File: src/rtl/jtbubl_sndcmd_ctrl.sv
// Sound command scheduler: queues main-CPU commands and presents them one at a time to the sound Z80.
// Optional JTBUBL_SNDCMD_OVWR_EN: a write while full replaces the newest queued command instead of dropping it.
module jtbubl_sndcmd_ctrl #(
    parameter int AW      = 2,
    parameter int NMI_W   = 8,
    parameter int HOLDOFF = 16
) (
    input  logic          clk,
    input  logic          snd_rstn,
    input  logic          main_wr,
    input  logic [7:0]    main_din,
    output logic          main_full,
    output logic          main_ovf,
    input  logic          ovf_clr,
    input  logic          snd_rd,
    input  logic          nmi_en,
    output logic [7:0]    snd_latch,
    output logic          snd_flag,
    output logic          nmi_n,
    output logic [AW:0]   level
);

    localparam int DEPTH = 1 << AW;
    localparam int LW    = AW + 1;

    typedef enum logic [1:0] {IDLE, PRESENT, GAP} state_t;

    state_t          r_state, w_next;
    logic [7:0]      r_mem [DEPTH];
    logic [AW-1:0]   r_wr_ptr, r_rd_ptr;
    logic [LW-1:0]   r_level;
    logic [7:0]      r_latch, r_nmi_cnt, r_gap_cnt;
    logic            r_flag, r_nmi_n, r_nmi_done, r_ovf;
    logic            w_full, w_push, w_pop, w_ovf, w_rd_ack;

    assign w_full   = (r_level == LW'(DEPTH));
    assign w_push   = main_wr && !w_full;
    assign w_ovf    = main_wr && w_full;
    assign w_pop    = (r_state == IDLE) && (r_level != '0);
    assign w_rd_ack = (r_state == PRESENT) && snd_rd;

    always_ff @(posedge clk or negedge snd_rstn) begin
        if (!snd_rstn) r_state <= IDLE;
        else           r_state <= w_next;
    end

    always_comb begin
        w_next = r_state;
        case (r_state)
            IDLE:    if (w_pop)             w_next = PRESENT;
            PRESENT: if (snd_rd)            w_next = GAP;
            GAP:     if (r_gap_cnt == 8'd0) w_next = IDLE;
            default:                        w_next = IDLE;
        endcase
    end

`ifdef JTBUBL_SNDCMD_OVWR_EN
    logic [AW-1:0] w_wr_last;
    assign w_wr_last = r_wr_ptr - AW'(1);
`endif

    // Storage carries no reset; the pointers and level define what is valid.
    always_ff @(posedge clk) begin
        if (w_push)
            r_mem[r_wr_ptr] <= main_din;
`ifdef JTBUBL_SNDCMD_OVWR_EN
        else if (w_ovf)
            r_mem[w_wr_last] <= main_din;
`endif
    end

    always_ff @(posedge clk or negedge snd_rstn) begin
        if (!snd_rstn) begin
            r_wr_ptr <= '0;
            r_rd_ptr <= '0;
            r_level  <= '0;
            r_ovf    <= 1'b0;
        end else begin
            if (w_push) r_wr_ptr <= r_wr_ptr + AW'(1);
            if (w_pop)  r_rd_ptr <= r_rd_ptr + AW'(1);
            case ({w_push, w_pop})
                2'b10:   r_level <= r_level + LW'(1);
                2'b01:   r_level <= r_level - LW'(1);
                default: r_level <= r_level;
            endcase
            // A fresh overflow takes priority over a clear in the same cycle.
            if (w_ovf)        r_ovf <= 1'b1;
            else if (ovf_clr) r_ovf <= 1'b0;
        end
    end

    always_ff @(posedge clk or negedge snd_rstn) begin
        if (!snd_rstn) begin
            r_latch   <= 8'h00;
            r_flag    <= 1'b0;
            r_gap_cnt <= 8'd0;
        end else begin
            if (w_pop) begin
                r_latch <= r_mem[r_rd_ptr];
                r_flag  <= 1'b1;
            end else if (w_rd_ack) begin
                r_flag  <= 1'b0;
            end
            if (w_rd_ack)
                r_gap_cnt <= 8'(HOLDOFF);
            else if (r_state == GAP && r_gap_cnt != 8'd0)
                r_gap_cnt <= r_gap_cnt - 8'd1;
        end
    end

    // One NMI pulse per command; nmi_en only gates the start, never cuts a running pulse.
    always_ff @(posedge clk or negedge snd_rstn) begin
        if (!snd_rstn) begin
            r_nmi_n    <= 1'b1;
            r_nmi_cnt  <= 8'd0;
            r_nmi_done <= 1'b0;
        end else if (w_pop) begin
            r_nmi_done <= nmi_en;
            if (nmi_en) begin
                r_nmi_n   <= 1'b0;
                r_nmi_cnt <= 8'(NMI_W);
            end
        end else if (w_rd_ack) begin
            r_nmi_n   <= 1'b1;
            r_nmi_cnt <= 8'd0;
        end else if (r_state == PRESENT && r_flag && nmi_en && !r_nmi_done) begin
            r_nmi_n    <= 1'b0;
            r_nmi_cnt  <= 8'(NMI_W);
            r_nmi_done <= 1'b1;
        end else if (!r_nmi_n) begin
            if (r_nmi_cnt == 8'd1) begin
                r_nmi_n   <= 1'b1;
                r_nmi_cnt <= 8'd0;
            end else begin
                r_nmi_cnt <= r_nmi_cnt - 8'd1;
            end
        end
    end

    assign main_full = w_full;
    assign main_ovf  = r_ovf;
    assign snd_latch = r_latch;
    assign snd_flag  = r_flag;
    assign nmi_n     = r_nmi_n;
    assign level     = r_level;

endmodule
File: config.mk
export PLATFORM = sky130hd
export DESIGN_NAME = jtbubl_sndcmd_ctrl
export DESIGN_NICKNAME = d
export VERILOG_FILES = /design/src/rtl/jtbubl_sndcmd_ctrl.sv
export SDC_FILE = /design/constraint.sdc
export NUM_CORES = 1
export LEC_CHECK = 0
export ABC_AREA = 1
export BUFFER_PORTS_ARGS = -buffer_cell sky130_fd_sc_hd__buf_2
export CAP_MARGIN = 10
export CORE_MARGIN = 2
export CORE_UTILIZATION = 59
export CTS_CLUSTER_DIAMETER = 150
export DETAILED_ROUTE_END_ITERATION = 8
export PLACE_DENSITY = 0.77
export SLEW_MARGIN = 15
export SYNTH_ARGS = -nofsm -noshare
export SYNTH_HDL_FRONTEND = slang
export SYNTH_SLANG_ARGS = --single-unit
File: constraint.sdc
create_clock -name clk -period 2.26 [get_ports clk]
set_clock_uncertainty 0.05 [all_clocks]
set_input_delay 0.452 -clock clk [delete_from_list [all_inputs] [get_ports clk]]
set_output_delay 0.452 -clock clk [all_outputs]
set_load 0.03 [all_outputs]
# == Word-level counts from Yosys, hierarchy flattened ==
# Memory sizes are Yosys's and may differ from the RTL's. A register that Yosys moved wholly into a read port is not among the register bits.
# Cells that the tools add are included.
# word_totals
in_bits,14
n_memories,1
output_inout_bits,15
mem_bits_rw,32
reg_bits,29
# memory_table
memory,depth,word_bits,read_ports,rd_ports_with_merged_regs,write_ports,line,source
r_mem,4,8,1,1,1,29,logic [7:0] r_mem [DEPTH];
# op_classes
add_sub_neg,6
muxes,28
eq_ne,12
n_reduce_logical,23
# ops
op,count
$mux W8,8
$sub A8 B1 Y8 const B,2
$mux W1,15
$ne A2 B2 Y1 const B,5
$reduce_bool A2 Y1,5
$eq A8 B1 Y1 const B,1
$logic_and A1 B1 Y1,8
$logic_not A8 Y1,1
$reduce_bool A8 Y1,1
$mux W2,3
$pmux W2 S3,1
$pmux W3 S2,1
$add A2 B1 Y2 const B,2
$eq A2 B1 Y1 const B,2
$eq A2 B2 Y1 const B,2
$ne A4 B1 Y1 const B,1
$reduce_and A2 Y1,2
$add A3 B1 Y3 const B,1
$eq A3 B3 Y1 const B,1
$logic_not A1 Y1,3
$reduce_and A3 Y1,1
$reduce_bool A3 Y1,1
$sub A3 B1 Y3 const B,1
$logic_not A2 Y1,1

# == Depth between registers and ports, before layout ==
# Gate-level depths: netlist of the first run.
# depth
ltp_word,7
mapped_depth,11
mapped_depth_nobuf,10

# == Worst setup path before layout of the first run ==
# No wires, ideal clock.
# synth_path
kind,register -> register
startpoint,reg r_level[2] (netlist: level[2])
endpoint,reg r_level[2] (netlist: level[2])
n_path_buf,1
synth_period_minus_slack_ps,2170
stages_incl_launch_ff,12
path_slack_ps,90
t_required_ps,2079
setup_ps,131
arrival_ps,1989
cell_sequence,dfrtp_1 > inv_1 > nand2_1 > nand2_2 > inv_2 > buf_6 > ha_1 > inv_1 > fa_1 > a21oi_1 > o21ai_0 > xor2_1
# synth_via
elab_cells_between_ends,11
cone_classes,2 x add/sub; 3 x eq/ne; 1 x mux; 5 x reduce/logical
# synth_lines
element,line,source
"start, declared",31,logic [LW-1:0] r_level;
"start signal, assigned",82,2'b10: r_level <= r_level + LW'(1);
"start signal, assigned",83,2'b01: r_level <= r_level - LW'(1);
"start signal, assigned",84,default: r_level <= r_level;
$reduce_bool A3 Y1 *,39,assign w_pop = (r_state == IDLE) && (r_level != '0);
$logic_and A1 B1 Y1 *,39,
via w_pop,34,"logic w_full, w_push, w_pop, w_ovf, w_rd_ack;"
$eq A2 B1 Y1 or $eq A2 B2 Y1 (tied branches),81,"case ({w_push, w_pop})"
$pmux W3 S2 or $reduce_bool A2 Y1 (tied branches),-,
# Mark *: on every way through the listed nets, which the timed path passes. The rest lies on a longest branch.
# A chain may end at the register's enable or synchronous reset.

# == Worst setup path after layout of the first run ==
# layout_path
startpoint,reg r_state[1]
endpoint,reg r_level[2] (netlist: level[2])
# layout_via
elab_chain_len,4
elab_cells_between_ends,6
cone_classes,2 x eq/ne; 1 x mux; 3 x reduce/logical
# layout_lines
element,line,source
"start, declared",28,"state_t r_state, w_next;"
"start signal, assigned",44,else r_state <= w_next;
$logic_not A2 Y1 *,39,
$logic_and A1 B1 Y1 *,39,
$eq A2 B1 Y1 or $eq A2 B2 Y1 (tied branches),81,
$pmux W3 S2 or $reduce_bool A2 Y1 (tied branches),-,
# Every way passes the cells marked *; elsewhere a longest branch is shown, timed or not.

==> qor.yml, run 1 <==
clk_latency_ps: 340
power_leakage_nw: 1.681
synth.yosys.warnings: 0
rsz0062_at_grt: "no"
synth-seq-cells: 69
wl_per_cell_um: 13.51
syn_area_um2: 3224
ioPinCount: 29
synth_top_cells_by_area: "edfxtp_1, dfrtp_1, nor2_1"
path_clk_slew_ps: 80
start_util: 0.6195
synth_ff_type: "dfrtp_1"
drv_cap: 0
final_cell_count_no_fill: 453
row_count: 26
tns_ps: 0
crit_type: "reg2reg"
cts_root_buf: "clkbuf_8"
drt_iter0_markers: 196
ys_async_sr_fraction: 0.5362
yosysUniqueCellTypes: 32
ant_nets: 0
hold_viol: 0
critPathLaunchType: "flop"
hpwl_um: 4135
arrival_ps: 2100
worstSetupEndpointType: "flop"
nets: 402
grt_pass1_wl_um: 10480
syn_inst: 336
routed_wirelength_um: 6121
cts_tree: "done"
synth_top_area_share: 0.2980
clockBufferDepth: 2
hp-class: "in2reg"
dpl-instance-area_um2: 3468
cts_buffers: 9
area_growth_pct: 14.55
required_ps: 2430
outcome: "finished, final reports clean"
core_um2: 5205
die_area_um2: 6072
vias: 2342
synth_commonest_cells: "nor2_1, nand2_1, dfrtp_1, inv_1, edfxtp_1"
antenna_cells: 0
yosysMostFrequentCell: "nor2_1"
relSlewSlack: 0.7159
avgSynthCellArea_um2: 9.596
worst_pin_slew_ps: 426.2
p_per_area_nw_per_um2: 1532
cts_resized: 0
cts_sinks: 69
maxSlewViolCount: 0
max_freq_mhz: 520.4
period_share: 0.8503
ys_seq_area_frac: 0.5856
dpl.cell_count: 436
io_buffers: 28
ir_drop_uv: 938.5
layout_min_cycle_time_ps: 1922
antenna_found_initial: 0
yosys.area.top_type: "edfxtp_1"
first_pass_iters: 4
fillCellCount: 380
drive_above_1_share: 0.1880
viasPerCell: 5.170
syn_nets: 360
setup_viol: 0
crit_fanout: 5
grt_start_max_net_pins: 27
overflow: 0
chipWidth_um: 77.93
stdcell_area_um2: 3694
drcViolationCount: 0
cts.htree.levels: 3
finalWeightedCongestion: 0.8227
die_h_um: 77.93
grt_usage: 0.2297
synth_edf_count: 32
grt_pass1_vias: 2288
## sequential cells by signal (all words and copies together) (netlist names)
name,flops
r_mem,32
r_nmi_cnt,8
r_gap_cnt,8
snd_latch,8
r_state,2
level,3
r_nmi_done,1
r_rd_ptr,2
main_ovf,1
snd_flag,1
r_wr_ptr,2
nmi_n,1
## cell type report
cell class | instances | area [µm²] | share of cell area
inverters | 39 | 146.4 | 0.03963
clock buffers | 11 | 131.4 | 0.03557
clock inverters | 5 | 83.83 | 0.02270
well taps | 70 | 87.58 | 0.02371
repair buffers | 37 | 210.2 | 0.05691
multi-input cells | 222 | 1146 | 0.3103
flip-flops and latches | 69 | 1888 | 0.5112
## through the flow
stage	hold slack (ps)	setup slack [ps]	total power [mW]	utilization
5_1_grt	245.3	196.3	6.139	0.7096
2_1_floorplan	106.4	90.31	3.954	-
3_3_place_gp	310.7	408.8	4.469	0.6663
4_1_cts	231.8	332.3	5.686	0.7096
6_report	234.8	338.4	5.660	0.7096
3_5_place_dp	315.4	345.1	4.579	0.6663
## critical path, cell delays in order (launching register included)
cell	delay, ps
dfrtp_1	430
nor2_1	130
nand2_2	140
inv_2	90
ha_1	140
inv_1	60
fa_1	380
a21oi_1	140
o21ai_0	100
xor2_1	150
## cells in the final DEF (no fill, tap or decap), types with 8 or more instances in the layout
master and count:
nor2_1 62, ha_1 9, xor2_1 8, nand2_1 58, o21ai_0 21, dfrtp_1 36
edfxtp_1 32, a31oi_1 8, buf_2 28, buf_4 8, clkbuf_8 9, nand3_1 22
inv_1 35
## power breakdown
part	internal, mW	switching [mW]	leakage (nW)	total (mW)
sequential	1.75	0.281	0.743	2.03
combinational	0.851	1.67	0.838	2.52
clock	0.626	0.478	0.100	1.10
## cells by family after synthesis
logic type	count (synthesis)	synth area share
adders and majority gates	10	0.04113
and+or+nand+nor	163	0.2208
AOI/OAI and AO/OA	40	0.06907
xor gates and xnor gates	9	0.02445
DFF	69	0.5856
buffers and inverters	45	0.05898
## metal layers
metal	GRT usage	vias up	part of all wire
li1	-	1175	-
met1	0.2884	1101	0.44
met2	0.3767	56	0.49
met3	0.05233	10	0.056
met4	0.1123	0	0.019
met5	0	-	0
## path summary, 6_finish.rpt
kind                                 start  slack [ps]  cells past startpoint           end
worst max-delay path            r_state[1]         340                      9      level[2]
worst min-delay path               ovf_clr         230                      2      main_ovf
worst max register to register  r_state[1]         340                      9      level[2]
worst min register to register  r_nmi_done         460                      2    r_nmi_done
max in group asynchronous         snd_rstn         990                      3         nmi_n
min in group asynchronous         snd_rstn         470                      2  snd_latch[5]
## timing repair
action	CTS	global route
hold buffers	1	0
hold endpoints to repair	11	0
buffers inserted	0	0
Power figures use the tool's default switching activity.
==> run 2: changes to the inputs <==
--- a/config.mk
+++ b/config.mk
@@ -5,7 +5,7 @@
 export SDC_FILE = /design/constraint.sdc
 export NUM_CORES = 1
 export LEC_CHECK = 0
-export ABC_AREA = 1
+export ABC_AREA = 0
 export BUFFER_PORTS_ARGS = -buffer_cell sky130_fd_sc_hd__buf_2
 export CAP_MARGIN = 10
 export CORE_MARGIN = 2
==> qor.yml, run 2 <==
die_h_um: 77.05  # was 77.93 µm
grt_pass1_wl_um: 9570  # was 10,480 µm
final_util: 0.7067  # was 0.7096
power_leakage_nw: 1.507  # was 1.681 nW
path_clk_slew_ps: 80  # about the same
worstSetupEndpointType: "flop"  # unchanged
ant_nets: 0  # unchanged
p_per_area_nw_per_um2: 1456  # was 1532 nW/µm²
synth_edf_count: 32  # unchanged
cts_setup_buffers: 0  # unchanged
ys_seq_area_frac: 0.5998  # was 0.5856
antenna_found_initial: 0  # unchanged
finalWeightedCongestion: 0.8043  # was 0.8227
antenna_cells: 0  # unchanged
start_util: 0.6125  # was 0.6195
cts.htree.levels: 3  # unchanged
nets: 319  # was 402
max_freq_mhz: 487.5  # was 520.4 MHz
drt_iter0_markers: 146  # was 196
synth_top_area_share: 0.3052  # was 0.2980
rsz0062_at_grt: "no"  # unchanged
hpwl_um: 3883  # was 4135 µm
overflow: 0  # unchanged
drive_above_1_share: 0.2367  # was 0.1880
ir_drop_uv: 1045  # was 938.5 µV
ys_async_sr_fraction: 0.5362  # unchanged
cts_root_buf: "clkbuf_8"  # unchanged
die_area_um2: 5936  # was 6072 µm²
yosysUniqueCellTypes: 51  # was 32
tns_ps: 0  # unchanged
relSlewSlack: 0.5960  # was 0.7159
cts_hold_buf: 0  # was 1
cts_tree: "done"  # unchanged
avgSynthCellArea_um2: 12.44  # was 9.596 µm²
grt_usage: 0.2102  # was 0.2297
largest_reg_flops: 32  # unchanged
routed_wirelength_um: 5652  # was 6121 µm
grt_pass1_vias: 2112  # was 2,288
crit_fanout: 5  # unchanged
grt_start_max_net_pins: 27  # unchanged
cts_buffers: 9  # unchanged
synth_ff_type: "dfrtp_1"  # unchanged
required_ps: 2480  # was 2430 ps
yosys.area.top_type: "edfxtp_1"  # unchanged
core_um2: 5140  # was 5205 µm²
cts_sinks: 69  # unchanged
top_register: "r_mem"  # unchanged
layout_min_cycle_time_ps: 2051  # was 1922 ps
area_growth_pct: 15.38  # was 14.55%
synth_top_family_by_area: "simple AND/OR/NAND/NOR gates"  # unchanged
io_buffers: 28  # unchanged
synthXorXnorAreaFrac: 0.02504  # was 0.02445
synth_commonest_cells: "dfrtp_1, nand2_1, edfxtp_1, o21ai_0, inv_1"  # was nor2_1, nand2_1, dfrtp_1, inv_1, edfxtp_1
first_pass_iters: 4  # unchanged
synth_compound_area_frac: 0.07671  # was 0.06907
final_cell_mix: "nand2_1, dfrtp_1, edfxtp_1"  # was nor2_1, nand2_1, dfrtp_1
setup_viol: 0  # unchanged
ioPinCount: 29  # unchanged
hp-class: "in2async"  # was in2reg
worst_pin_slew_ps: 601.4  # was 426.2 ps
synth_mux_area_frac: 0.06399  # was 0
syn_inst: 253  # was 336
crit_type: "reg2reg"  # unchanged
arrival_ps: 2270  # was 2100 ps
syn_area_um2: 3148  # was 3224 µm²
maxSlewViolCount: 0  # unchanged
clockBufferDepth: 2  # unchanged
yosys.area_share.simple: 0.1645  # was 0.2208
synth.yosys.warnings: 0  # unchanged
yosysMostFrequentCell: "dfrtp_1"  # was nor2_1
drcViolationCount: 0  # unchanged
cts_resized: 0  # unchanged
synth-seq-cells: 69  # unchanged
row_count: 26  # unchanged
synth_fa_ha_area_frac: 0.04213  # was 0.04113
syn_nets: 277  # was 360
critPathLaunchType: "flop"  # unchanged
fillCellCount: 373  # was 380
synth_top_cells_by_area: "edfxtp_1, dfrtp_1, mux4_2"  # was edfxtp_1, dfrtp_1, nor2_1
outcome: "finished, final reports clean"  # unchanged
period_share: 0.9076  # was 0.8503
vias: 2083  # was 2,342
viasPerCell: 5.630  # was 5.170
drv_cap: 0  # unchanged
clk_latency_ps: 340  # about the same
wl_per_cell_um: 15.28  # was 13.51 µm
total_power_mw: 5.289  # was 5.660 mW
chipWidth_um: 77.05  # was 77.93 µm
hold_viol: 0  # unchanged
-- run 2: changes by cell type after synthesis, moves of 7 or more --
cell | previous run | this run
nand3_1 | 22 | 6
nand2_1 | 58 | 35
nor2_1 | 62 | 9
mux4_2 | 0 | 8
nand4b_1 | 0 | 7
clkbuf_1 | 1 | 8
a31oi_1 | 8 | 0
inv_1 | 35 | 13
-- run 2: metal layers --
layer / up-vias / wire [µm] / global-route usage
met2: 46 / 2786 / 0.3500
met1: 1017 / 2498 / 0.2692
met3: 11 / 276 / 0.04706
li1: 1009 / - / -
met5: - / 0 / 0
met4: 0 / 91 / 0.08571
-- run 2: worst max-delay path, stage by stage, from the launching register on --
cell and delay (ps):
dfrtp_1 410, or3_1 450, nand2_1 120, clkinv_1 90
ha_1 210, inv_1 80, fa_1 410, o21ai_0 160
-- run 2: where the power goes --
part | internal, mW | switching, mW | total, mW | leakage [nW]
Clock | 0.512 | 0.489 | 1.00 | 0.0918
Sequential | 1.75 | 0.345 | 2.10 | 0.749
Combinational | 0.930 | 1.26 | 2.19 | 0.667
-- run 2: cells by family (layout without fill, tap and decap cells) --
| logic type | Yosys count | count (layout) |
|---|---|---|
| muxes | 10 | 10 |
| DFF | 69 | 69 |
| buffers and inverters | 23 | 70 |
| adders and majority gates | 10 | 10 |
| xor gates and xnor gates | 9 | 9 |
| AOI/OAI and AO/OA | 37 | 37 |
| and+or+nand+nor | 95 | 95 |
-- run 2: worst paths after layout --
path | cells after the start | slack [ps] | to | start
worst min register to register | 2 | 430 | snd_latch[1] | snd_latch[1]
min in group clk | 2 | 250 | main_ovf | ovf_clr
worst max-delay path | 7 | 210 | level[1] | level[1]
worst max register to register | 7 | 210 | level[1] | level[1]
max in group asynchronous | 2 | 1570 | r_gap_cnt[5] | snd_rstn
worst min-delay path | 1 | 40 | r_nmi_cnt[6] | snd_rstn
-- run 2: stage by stage --
stage	area, µm²	hold WS (ps)	instances	worst slack [ps]
2_1_floorplan	3151	106.4	253	12.19
3_3_place_gp	3433	409.2	354	278.8
3_5_place_dp	3433	414.7	354	208.1
4_1_cts	3632	60.86	370	192.8
5_1_grt	3632	99.69	370	73.42
6_report	3632	41.87	370	208.9
-- run 2: cell type report --
class	instances	area (µm²)	area share
Sequential cell	69	1889	0.5202
Multi-Input combinational cell	161	1174	0.3231
Timing Repair Buffer	40	230.2	0.06338
Clock buffer	9	123.9	0.03410
Tap cell	70	87.58	0.02411
Clock inverter	7	75.07	0.02067
Inverter	14	52.55	0.01447
==> run 3: changes to the inputs <==
--- a/config.mk
+++ b/config.mk
@@ -12,7 +12,7 @@
 export CORE_UTILIZATION = 59
 export CTS_CLUSTER_DIAMETER = 150
 export DETAILED_ROUTE_END_ITERATION = 8
-export PLACE_DENSITY = 0.77
+export PLACE_DENSITY = 0.79
 export SLEW_MARGIN = 15
 export SYNTH_ARGS = -nofsm -noshare
 export SYNTH_HDL_FRONTEND = slang
==> qor.yml, run 3 (synthesis results as in run 2) <==
arrival_ps: 2280  # was 2270 ps
hold_viol: 0  # unchanged
grt_start_max_net_pins: 25  # was 27
setup_viol: 0  # unchanged
p_clk_frac: 0.163  # was 0.189
crit_fanout: 5  # unchanged
p_per_area_nw_per_um2: 1431  # was 1456 nW/µm²
clockBufferDepth: 2  # unchanged
required_ps: 2470  # was 2480 ps
crit_family: "adder cells"  # unchanged
hp-class: "in2async"  # unchanged
crit_path_max_incr_delay_ps: 460  # was 450 ps
sw_frac_of_total: 0.4025  # was 0.3958
wl_per_cell_um: 15.47  # was 15.28 µm
vias: 2147  # was 2,083
core_um2: 5140  # unchanged
max_freq_mhz: 484.5  # was 487.5 MHz
cts_hold_buf: 0  # unchanged
first_pass_iters: 4  # unchanged
layout_min_cycle_time_ps: 2064  # was 2051 ps
chipWidth_um: 77.05  # unchanged
final_cell_mix: "nand2_1, dfrtp_1, edfxtp_1"  # unchanged
start_util: 0.6125  # unchanged
overflow: 0  # unchanged
r2r_start: "level[1]"  # unchanged
power_leakage_nw: 1.496  # was 1.507 nW
cts.htree.levels: 3  # unchanged
period_share: 0.9134  # was 0.9076
ioPinCount: 29  # unchanged
p_comb_frac: 0.427  # was 0.414
final_cell_count_no_fill: 370  # unchanged
tns_ps: 0  # unchanged
viasPerCell: 5.803  # was 5.630
die_area_um2: 5936  # unchanged
die_h_um: 77.05  # unchanged
grt_usage: 0.2164  # was 0.2102
top_register: "r_mem"  # unchanged
grt_pass1_vias: 2010  # was 2,112
whs_ps: 37.03  # was 41.87 ps
reg2reg_depth: 7  # unchanged
maxSlewViolCount: 0  # unchanged
crit_type: "reg2reg"  # unchanged
dpl.cell_count: 354  # unchanged
critPathLaunchType: "flop"  # unchanged
drive_above_1_share: 0.2367  # unchanged
r2r_end: "level[1]"  # unchanged
p_sw_mw: 2.073  # was 2.093 mW
seq_power_share: 0.411  # was 0.397
cts_tree: "done"  # unchanged
drcViolationCount: 0  # unchanged
grt_pass1_wl_um: 9666  # was 9570 µm
cp.buffers_inverters: 2  # unchanged
nets: 319  # unchanged
antenna_cells: 0  # unchanged
ant_nets: 0  # unchanged
area_growth_pct: 14.35  # was 15.38%
cts_setup_buffers: 0  # unchanged
finalWeightedCongestion: 0.8111  # was 0.8043
fillCellCount: 375  # was 373
antenna_found_initial: 0  # unchanged
cts_root_buf: "clkbuf_8"  # unchanged
outcome: "finished, final reports clean"  # unchanged
relSlewSlack: 0.5676  # was 0.5960
cts_sinks: 69  # unchanged
r2r_setup_slack_ps: 200  # was 210 ps
hpwl_um: 4004  # was 3883 µm
intPower_mw: 3.077  # was 3.196 mW
drv_cap: 0  # unchanged
cts_resized: 0  # unchanged
path_cells: "or3_1, nand2_1, clkinv_1, ha_1, inv_1, fa_1, o21ai_0"  # unchanged
largest_reg_flops: 32  # unchanged
path_clk_slew_ps: 70  # was 80 ps
total_power_mw: 5.150  # was 5.289 mW
clk_latency_ps: 340  # about the same
routed_wirelength_um: 5723  # was 5652 µm
io_buffers: 28  # unchanged
worst_pin_slew_ps: 643.6  # was 601.4 ps
cts_buffers: 9  # unchanged
drt_iter0_markers: 117  # was 146
ir_drop_uv: 853.3  # was 1045 µV
worstSetupEndpointType: "flop"  # unchanged
rsz0062_at_grt: "no"  # unchanged
row_count: 26  # unchanged
slowest_stage: "or3_1"  # unchanged
==> run 3: worst max-delay path by stage <==
| stage | start | end | slack (ps) | depth (start not counted) |
|---|---|---|---|---|
| after floorplan | level[1] | level[2] | 10 | 10 |
| after global placement | level[1] | level[2] | 280 | 9 |
| after detailed placement | level[1] | level[2] | 230 | 9 |
| after CTS | level[1] | level[1] | 190 | 7 |
| after global routing | level[1] | level[1] | 80 | 7 |
| final | level[1] | level[1] | 200 | 7 |
==> run 3: routing by layer <==
layer	part of all wire	global-route usage
met2	0.51	0.3579
met5	0	0
met4	0.017	0.08571
met1	0.43	0.2799
met3	0.045	0.04941
==> run 3: power groups by stage <==
stage	logic [mW]	registers [mW]	clock network (mW)
5_1_grt	2.45	2.18	0.902
2_1_floorplan	1.46	2.21	0
3_5_place_dp	2.22	2.14	0
4_1_cts	2.23	2.12	0.854
6_report	2.20	2.11	0.838
3_3_place_gp	2.14	2.12	0
==> run 3: cell type report <==
cell class                 count  area [µm²]  area share
inverter                      14       52.55     0.01460
multi-input combinational    161        1174      0.3260
clock inverter                 7       42.54     0.01182
tap                           70       87.58     0.02433
sequential                    69        1889      0.5249
timing repair buffer          40       230.2     0.06396
clock buffer                   9       123.9     0.03441
==> run 3: through the flow <==
step                        util  setup WS, ps  instance area (µm²)
final                     0.7003         195.8                 3600
after global routing      0.7003         82.10                 3600
after CTS                 0.7003         192.8                 3600
after detailed placement  0.6680         225.2                 3433
after global placement    0.6680         281.3                 3433
after floorplan                -         12.19                 3151
